===== config.mk =====
export PLATFORM = sky130hd
export DESIGN_NAME = inst_dispatcher
export DESIGN_NICKNAME = d
export VERILOG_FILES = /design/src/rtl/inst_dispatcher.sv
export SDC_FILE = /design/constraint.sdc
export NUM_CORES = 1
export LEC_CHECK = 0
export ABC_CLOCK_PERIOD_IN_PS = 4900
export CORE_AREA = 2 2 402 404
export DETAILED_ROUTE_END_ITERATION = 6
export DIE_AREA = 0 0 404 406
export GPL_TIMING_DRIVEN = 1
export PLACE_DENSITY = 0.38
export SYNTH_ARGS = -nofsm -noshare
export SYNTH_HDL_FRONTEND = slang
export SYNTH_SLANG_ARGS = --single-unit

===== constraint.sdc =====
create_clock -name clk -period 4.9 [get_ports clk]
set_input_delay 0.98 -clock clk [delete_from_list [all_inputs] [get_ports clk]]
set_output_delay 0.98 -clock clk [all_outputs]
set_load 0.05 [all_outputs]

===== src/rtl/inst_dispatcher.sv =====
// Instruction dispatcher: routes the payload of each queue entry to core 0, core 1 or both, and handles barriers.
// Optional performance counters are enabled by defining DISPATCH_PERF_CNT_EN.
module inst_dispatcher #(
  parameter int INST_WIDTH      = 512,
  parameter int CORE_INST_WIDTH = 256,
  parameter int CNT_WIDTH       = 32
) (
  input  logic                       clk,
  input  logic                       resetn,
  input  logic                       in_valid,
  output logic                       in_ready,
  input  logic [INST_WIDTH-1:0]      in_inst,
  output logic                       core0_valid,
  output logic                       core1_valid,
  input  logic                       core0_ready,
  input  logic                       core1_ready,
  output logic [CORE_INST_WIDTH-1:0] core0_inst,
  output logic [CORE_INST_WIDTH-1:0] core1_inst,
  input  logic                       core0_idle,
  input  logic                       core1_idle,
  input  logic                       flush,
  output logic                       disp_busy,
  output logic [1:0]                 dbg_state
`ifdef DISPATCH_PERF_CNT_EN
  ,
  input  logic                       perf_clr,
  output logic [CNT_WIDTH-1:0]       perf_core0_cnt,
  output logic [CNT_WIDTH-1:0]       perf_core1_cnt,
  output logic [CNT_WIDTH-1:0]       perf_stall_cnt
`endif
);

  // Handshakes: a transfer happens on a rising edge where valid && ready; a valid
  // payload holds its data until taken; in_ready never depends on in_valid.
  typedef enum logic [1:0] {
    S_RUN   = 2'd0,
    S_DRAIN = 2'd1,
    S_SYNC  = 2'd2
  } state_t;

  state_t state;

  logic [1:0]                 dest;
  logic [CORE_INST_WIDTH-1:0] payload;
  logic                       accept;
  logic                       load0;
  logic                       load1;
  logic                       free0;
  logic                       free1;
  logic                       unused_inst_bits;

  assign dest             = in_inst[INST_WIDTH-1 -: 2];
  assign payload          = in_inst[CORE_INST_WIDTH-1:0];
  assign unused_inst_bits = ^in_inst[INST_WIDTH-3:CORE_INST_WIDTH];

  assign free0 = !core0_valid || core0_ready;
  assign free1 = !core1_valid || core1_ready;

  // A broadcast needs both slots free; a barrier is always taken while running.
  always_comb begin
    in_ready = 1'b0;
    if (resetn && !flush && state == S_RUN) begin
      if (dest == 2'b00) begin
        in_ready = 1'b1;
      end else begin
        in_ready = (!dest[0] || free0) && (!dest[1] || free1);
      end
    end
  end

  assign accept    = in_valid && in_ready;
  assign load0     = accept && dest[0];
  assign load1     = accept && dest[1];
  assign disp_busy = core0_valid || core1_valid || (state != S_RUN);
  assign dbg_state = state;

  always_ff @(posedge clk or negedge resetn) begin
    if (!resetn) begin
      state <= S_RUN;
    end else if (flush) begin
      state <= S_RUN;
    end else begin
      case (state)
        S_RUN:   if (accept && dest == 2'b00) state <= S_DRAIN;
        S_DRAIN: if (!core0_valid && !core1_valid) state <= S_SYNC;
        S_SYNC:  if (core0_idle && core1_idle) state <= S_RUN;
        default: state <= S_RUN;
      endcase
    end
  end

  always_ff @(posedge clk or negedge resetn) begin
    if (!resetn) begin
      core0_valid <= 1'b0;
      core0_inst  <= '0;
    end else if (flush) begin
      core0_valid <= 1'b0;
    end else if (load0) begin
      core0_valid <= 1'b1;
      core0_inst  <= payload;
    end else if (core0_valid && core0_ready) begin
      core0_valid <= 1'b0;
    end
  end

  always_ff @(posedge clk or negedge resetn) begin
    if (!resetn) begin
      core1_valid <= 1'b0;
      core1_inst  <= '0;
    end else if (flush) begin
      core1_valid <= 1'b0;
    end else if (load1) begin
      core1_valid <= 1'b1;
      core1_inst  <= payload;
    end else if (core1_valid && core1_ready) begin
      core1_valid <= 1'b0;
    end
  end

`ifdef DISPATCH_PERF_CNT_EN
  localparam logic [CNT_WIDTH-1:0] CNT_MAX = '1;
  localparam logic [CNT_WIDTH-1:0] CNT_ONE = {{(CNT_WIDTH-1){1'b0}}, 1'b1};

  // Counters survive flush; only reset and perf_clr zero them.
  always_ff @(posedge clk or negedge resetn) begin
    if (!resetn) begin
      perf_core0_cnt <= '0;
      perf_core1_cnt <= '0;
      perf_stall_cnt <= '0;
    end else if (perf_clr) begin
      perf_core0_cnt <= '0;
      perf_core1_cnt <= '0;
      perf_stall_cnt <= '0;
    end else begin
      if (core0_valid && core0_ready && perf_core0_cnt != CNT_MAX)
        perf_core0_cnt <= perf_core0_cnt + CNT_ONE;
      if (core1_valid && core1_ready && perf_core1_cnt != CNT_MAX)
        perf_core1_cnt <= perf_core1_cnt + CNT_ONE;
      if (in_valid && !in_ready && perf_stall_cnt != CNT_MAX)
        perf_stall_cnt <= perf_stall_cnt + CNT_ONE;
    end
  end
`else
  localparam int unused_cnt_width = CNT_WIDTH;
`endif

endmodule


==> run summary, run 1 <==
critical path launch point type: input pin
Clock Sinks: 516
final period utilization: 81.49%
leakage power: 13.09 nW
Gate Count Post-Synth: 1107
Setup Skew: 18.95 ps
final worst setup slack: 907.0 ps
number of global-route vias before repair: 14370
antenna violations before repair: 16
DR pass1 iterations: 4
total track usage: 8.612%
Via-to-Cell Ratio: 3.116
commonest non-fill, non-tap cell in the layout: clkdlybuf4s50_1
CTS clock-pin slew for the worst setup and hold paths: 60 ps
Cell variety after synth: 22
Top delay family on crit path: buffers and inverters
CTS resizes: 0
DR vias: 12690
WP data required: 3920 ps
CP arrival: 3010 ps
VDD IR max: 0.3392 mV
internal power: 10.92 mW
Nets: 2451
routed len/inst: 17.75 um
CTS tree: done
die area: 0.1640 mm^2
Slew @ Worst Pin: 1068 ps
Finish-stage setup viols: 0
cell repeated most along the worst path: clkdlybuf4s50_1
register area share after synthesis: 66.47%
worst path bufs/invs: 2
critical-path cell list: clkdlybuf4s50_1 -> nor4b_4 -> o211a_1 -> clkdlybuf4s50_1
largest net degree at the start of global routing: 132
register share of total power: 31.9%
Root Driver: clkbuf_16
initial DRC count: 324
number of remaining DRC errors: 0
Post-DP HPWL: 54550 um
Initial Utilization: 12.17%
FF+latch count, synth: 516
Crit-path slowest cell: clkdlybuf4s50_1
layout cell share with drive strength beyond 1: 11.11%
Clk Latency, worst-skew pair: 630 ps
switching share of power: 41.18%
Avg Inst Size Synth: 17.55 um^2
Slew Viols, Final: 0
I/O Buffers: 783
Overflow after GRT: 0
Cell Area, Synth: 0.01943 mm^2
final WL: 72280 um
area delta synth->final: 64.21%
post-route setup TNS: 0 ps
most frequent cells in the layout: clkdlybuf4s50_1 (782), dfrtp_1 (516), mux2_1 (429), mux2_2 (83), clkbuf_16 (70)
Comb pwr share: 40.9%
CP Capture Type: output pin
Die W: 404 um
CTS Buf Count: 69
cts hold-fix bufs: 0
Clk pwr share: 27.2%
die height: 406 um
syn_nets: 1627
f_max: 250.4 MHz
status: finished, final reports clean
kind of critical path: in -> out
GPL Wtd Cong: 0.7622
postcts setup bufs: 0
Max Cap Viol: 0
Worst Hold Class: in -> async
Top Ports: 1038
PD cells: 581.8 mW/mm^2
Tmin final: 3993 ps
Setup WS pre-CTS: 900.8 ps
Final Hold Viols: 0
row count: 147
RSZ-0062 raised after global routing: false
crit path max fanout: 7
Clock Path Buffers: 3
core region area: 0.1596 mm^2
Rel. slew slack: 28.78%
post-route ant nets: 0
YS warnings: 0
H-tree levels: 3
slowest stage delay, CP: 830 ps
sw power: 7.644 mW
first-pass GRT wire length: 103200 um
==> per-layer routing <==
layer,up-vias,track usage [%],part of all wire (%)
met5,-,0,0.11
met4,10,3.502,2.7
met3,119,4.189,11
met2,498,15.52,52
met1,6459,8.367,34
li1,5601,-,-
==> registers in the layout, indices dropped and copies added, names as in the netlist <==
name / count
core1_inst: 256
core0_valid: 1
core1_valid: 1
dbg_state: 2
core0_inst: 256
==> cells by family (layout without fill, tap and decap cells) <==
group / Yosys count / after routing / share of synthesized area, %
other: 0 / 5 / 0
buffers and inverters: 58 / 932 / 3.047
AND/OR/NAND/NOR: 14 / 14 / 0.5539
flip-flops: 516 / 516 / 66.47
multiplexers: 512 / 512 / 29.68
AO/OA/AOI/OAI: 7 / 7 / 0.2512
==> synth_stat cells, drive strengths merged <==
cell type | instances | share of area, %
nand2 | 3 | 0.058
inv | 1 | 0.019
and3b | 2 | 0.090
or4 | 1 | 0.039
and4 | 1 | 0.045
o2111ai | 1 | 0.045
a21oi | 1 | 0.026
o211a | 1 | 0.052
buf | 57 | 3.0
o21bai | 1 | 0.039
nor3 | 1 | 0.026
a211oi | 1 | 0.039
dfrtp | 516 | 66
nand3b | 2 | 0.077
o21ai | 2 | 0.052
mux2 | 512 | 30
nor4b | 1 | 0.12
nand2b | 3 | 0.097
==> per-stage QoR <==
step	utilization (%)	cells	cell area, um^2	power [mW]	hold WS, ps
4_1_cts	19.97	4067	31890	18.97	426.0
6_report	19.98	4072	31900	18.56	391.0
2_1_floorplan	-	1107	19430	10.48	684.4
5_1_grt	19.98	4070	31900	19.42	420.8
3_3_place_gp	18.56	3946	29630	13.61	465.5
3_5_place_dp	18.56	3946	29630	13.68	473.7
==> cell type report <==
| cell class | count | area, um^2 |
|---|---|---|
| Antenna cell | 5 | 12.51 |
| Clock buffer | 99 | 2001 |
| Clock inverter | 22 | 261.5 |
| Fill cell | 17110 | 127700 |
| Inverter | 1 | 3.754 |
| Multi-Input combinational cell | 533 | 5942 |
| Sequential cell | 516 | 12910 |
| Tap cell | 2086 | 2610 |
| Timing Repair Buffer | 810 | 8158 |
==> path summary, 6_finish.rpt <==
check / start / to / slack [ps] / cells past startpoint
max: flush / in_ready / 910 / 4
min: resetn / core0_valid$_DFFE_PN0P_ / 390 / 2
max reg2reg: dbg_state[0]$_DFFE_PN0P_ / core0_inst[112]$_DFFE_PN0P_ / 2400 / 5
min reg2reg: core0_inst[180]$_DFFE_PN0P_ / core0_inst[180]$_DFFE_PN0P_ / 480 / 1
max in group asynchronous: resetn / core0_inst[175]$_DFFE_PN0P_ / 2210 / 4
min in group clk: core0_inst[180]$_DFFE_PN0P_ / core0_inst[180]$_DFFE_PN0P_ / 480 / 1
==> power by group through the flow <==
stage | registers, mW | logic (mW) | clock network (mW)
after detailed placement | 6.01 | 7.68 | 0
after floorplan | 9.70 | 0.775 | 0
after global placement | 5.95 | 7.66 | 0
after global routing | 6.07 | 7.85 | 5.49
after CTS | 5.95 | 7.70 | 5.32
final | 5.92 | 7.59 | 5.05
Power figures use the tool's default switching activity.
==> inputs of run 2 (changes only) <==
- ABC_CLOCK_PERIOD_IN_PS: 4900 -> 3900
- CORE_AREA: 2 2 402 404 -> 2 2 407 409
- DIE_AREA: 0 0 404 406 -> 0 0 409 411
- PLACE_DENSITY: 0.38 -> 0.37
- clock period: 4.9 -> 3.9 ns (I/O delays scaled with it)
==> run 2 against run 1 <==
  * First-iteration DRC count up 2.8%
  * Sequential share of layout area down 0.50 points
  * Largest power group unchanged
  * Clock power up 34%
  * Global-route usage down 0.25 points
  * Final cell count up 2.8%
  * Total power up 28%
  * Largest cell class unchanged
  * Count of clock-buffer cells in the layout down 4
  * Clock skew up 5.8 ps
  * Via count up 0.17%
  * Die area up 2.5%
==> run summary, run 2 (synthesized netlist as in run 1, its figures left out) <==
postcts setup bufs: 0 (unchanged)
routed len/inst: 17.15 um (-3.4%)
RSZ-0062 raised after global routing: false
Max Cap Viol: 0 (unchanged)
Setup Skew: 24.73 ps (+5.777 ps)
Die W: 409 um (+1.2%)
crit path max fanout: 7 (unchanged)
WP data required: 3120 ps (-800 ps)
Post-DP HPWL: 54220 um (-0.60%)
final worst setup slack: 918.1 ps (+11.08 ps)
total track usage: 8.360% (-0.25 points)
Post-DP Area: 0.02984 mm^2 (+0.73%)
Slew Viols, Final: 0 (unchanged)
largest net degree at the start of global routing: 140 (+6.1%)
CTS tree: done
DR pass1 iterations: 4 (unchanged)
Final Cell Area: 0.03230 mm^2 (+1.3%)
critical path launch point type: input pin
status: finished, final reports clean
core region area: 0.1639 mm^2 (+2.6%)
post-route setup TNS: 0 ps (unchanged)
post-route ant nets: 0 (unchanged)
Top Ports: 1038 (unchanged)
die height: 411 um (+1.2%)
layout cell share with drive strength beyond 1: 11.70% (+0.60 points)
DR vias: 12710 (+0.17%)
area delta synth->final: 66.29%
Slew @ Worst Pin: 989.6 ps (-78.62 ps)
overall power: 23.75 mW (+28%)
Setup WS pre-CTS: 529.6 ps (-371.2 ps)
Via-to-Cell Ratio: 3.034 (-2.6%)
CP Capture Type: output pin
row count: 149 (+1.4%)
most frequent cells in the layout: clkdlybuf4s50_1 (781), dfrtp_1 (516), mux2_1 (429), mux2_2 (83), clkbuf_16 (72)
Clk Latency, worst-skew pair: 640 ps (about the same)
CTS clock-pin slew for the worst setup and hold paths: 50 ps (about the same)
Overflow after GRT: 0 (unchanged)
hold_ws: 199.7 ps (-191.4 ps)
Clock Sinks: 516 (unchanged)
leakage power: 13.21 nW (+0.91%)
Final Hold Viols: 0 (unchanged)
first-pass GRT wire length: 103800 um (+0.53%)
initial DRC count: 333 (+2.8%)
Clock Path Buffers: 3 (unchanged)
kind of critical path: in -> out
final period utilization: 76.46%
antenna violations before repair: 10 (-6)
number of global-route vias before repair: 14520 (+1.0%)
final WL: 71820 um (-0.64%)
VDD IR max: 0.4144 mV (+22%)
f_max: 335.4 MHz
Tmin final: 2982 ps
Root Driver: clkbuf_16
number of remaining DRC errors: 0 (unchanged)
CTS resizes: 0 (unchanged)
Finish-stage setup viols: 0 (unchanged)
Nets: 2454 (+0.12%)
PD cells: 735.2 mW/mm^2 (+26%)
cts hold-fix bufs: 0 (unchanged)
CTS Buf Count: 70 (+1.4%)
Worst Hold Class: in -> async
GPL Wtd Cong: 0.7819 (+2.6%)
CP arrival: 2200 ps (-810 ps)
worst reg2reg setup slack: 1520 ps (-880 ps)
die area: 0.1681 mm^2 (+2.5%)
Rel. slew slack: 34.02% (+5.2 points)
Initial Utilization: 11.85% (-0.31 points)
H-tree levels: 3 (unchanged)
I/O Buffers: 783 (unchanged)
commonest non-fill, non-tap cell in the layout: clkdlybuf4s50_1
==> run 2: final timing paths <==
kind                                               end  cells past startpoint                         from
max                                           in_ready                      4                        flush
min                        core1_inst[215]$_DFFE_PN0P_                      2                       resetn
max reg2reg                core0_inst[209]$_DFFE_PN0P_                      5     dbg_state[0]$_DFFE_PN0P_
min reg2reg                core0_inst[170]$_DFFE_PN0P_                      1  core0_inst[170]$_DFFE_PN0P_
max in group asynchronous   core1_inst[32]$_DFFE_PN0P_                      3                       resetn
min in group clk           core0_inst[170]$_DFFE_PN0P_                      1  core0_inst[170]$_DFFE_PN0P_
==> run 2: critical path, cell delays in order <==
cell,delay (ps)
clkdlybuf4s50_1,560
nor4b_4,440
o211a_1,220
buf_4,200
==> run 2: stage by stage <==
step           cells  utilization (%)
6_report        4188            19.71
5_1_grt         4187            19.71
4_1_cts         4180            19.70
3_5_place_dp    4051            18.21
3_3_place_gp    4051            18.21
2_1_floorplan   1107                -
==> run 2: per-layer routing <==
| metal | vias up | share of wire, % | GRT usage [%] |
|---|---|---|---|
| li1 | 5602 | - | - |
| met1 | 6484 | 35 | 8.182 |
| met2 | 519 | 52 | 14.93 |
| met3 | 99 | 10 | 3.911 |
| met4 | 4 | 3.2 | 3.792 |
| met5 | - | 0.029 | 0 |
==> run 2: final cells by class <==
cell class / count / area (um^2)
Antenna cell: 8 / 20.02
Clock buffer: 95 / 1988
Clock inverter: 34 / 452.9
Fill cell: 17500 / 131600
Inverter: 1 / 3.754
Multi-Input combinational cell: 533 / 5942
Sequential cell: 516 / 12910
Tap cell: 2189 / 2739
Timing Repair Buffer: 812 / 8245
==> run 2: where the power goes <==
part	internal, mW	total, mW	switching, mW	leakage [nW]
Sequential	6.70	7.44	0.744	6.35
Clock	4.14	6.76	2.62	1.20
Combinational	3.18	9.55	6.37	5.65
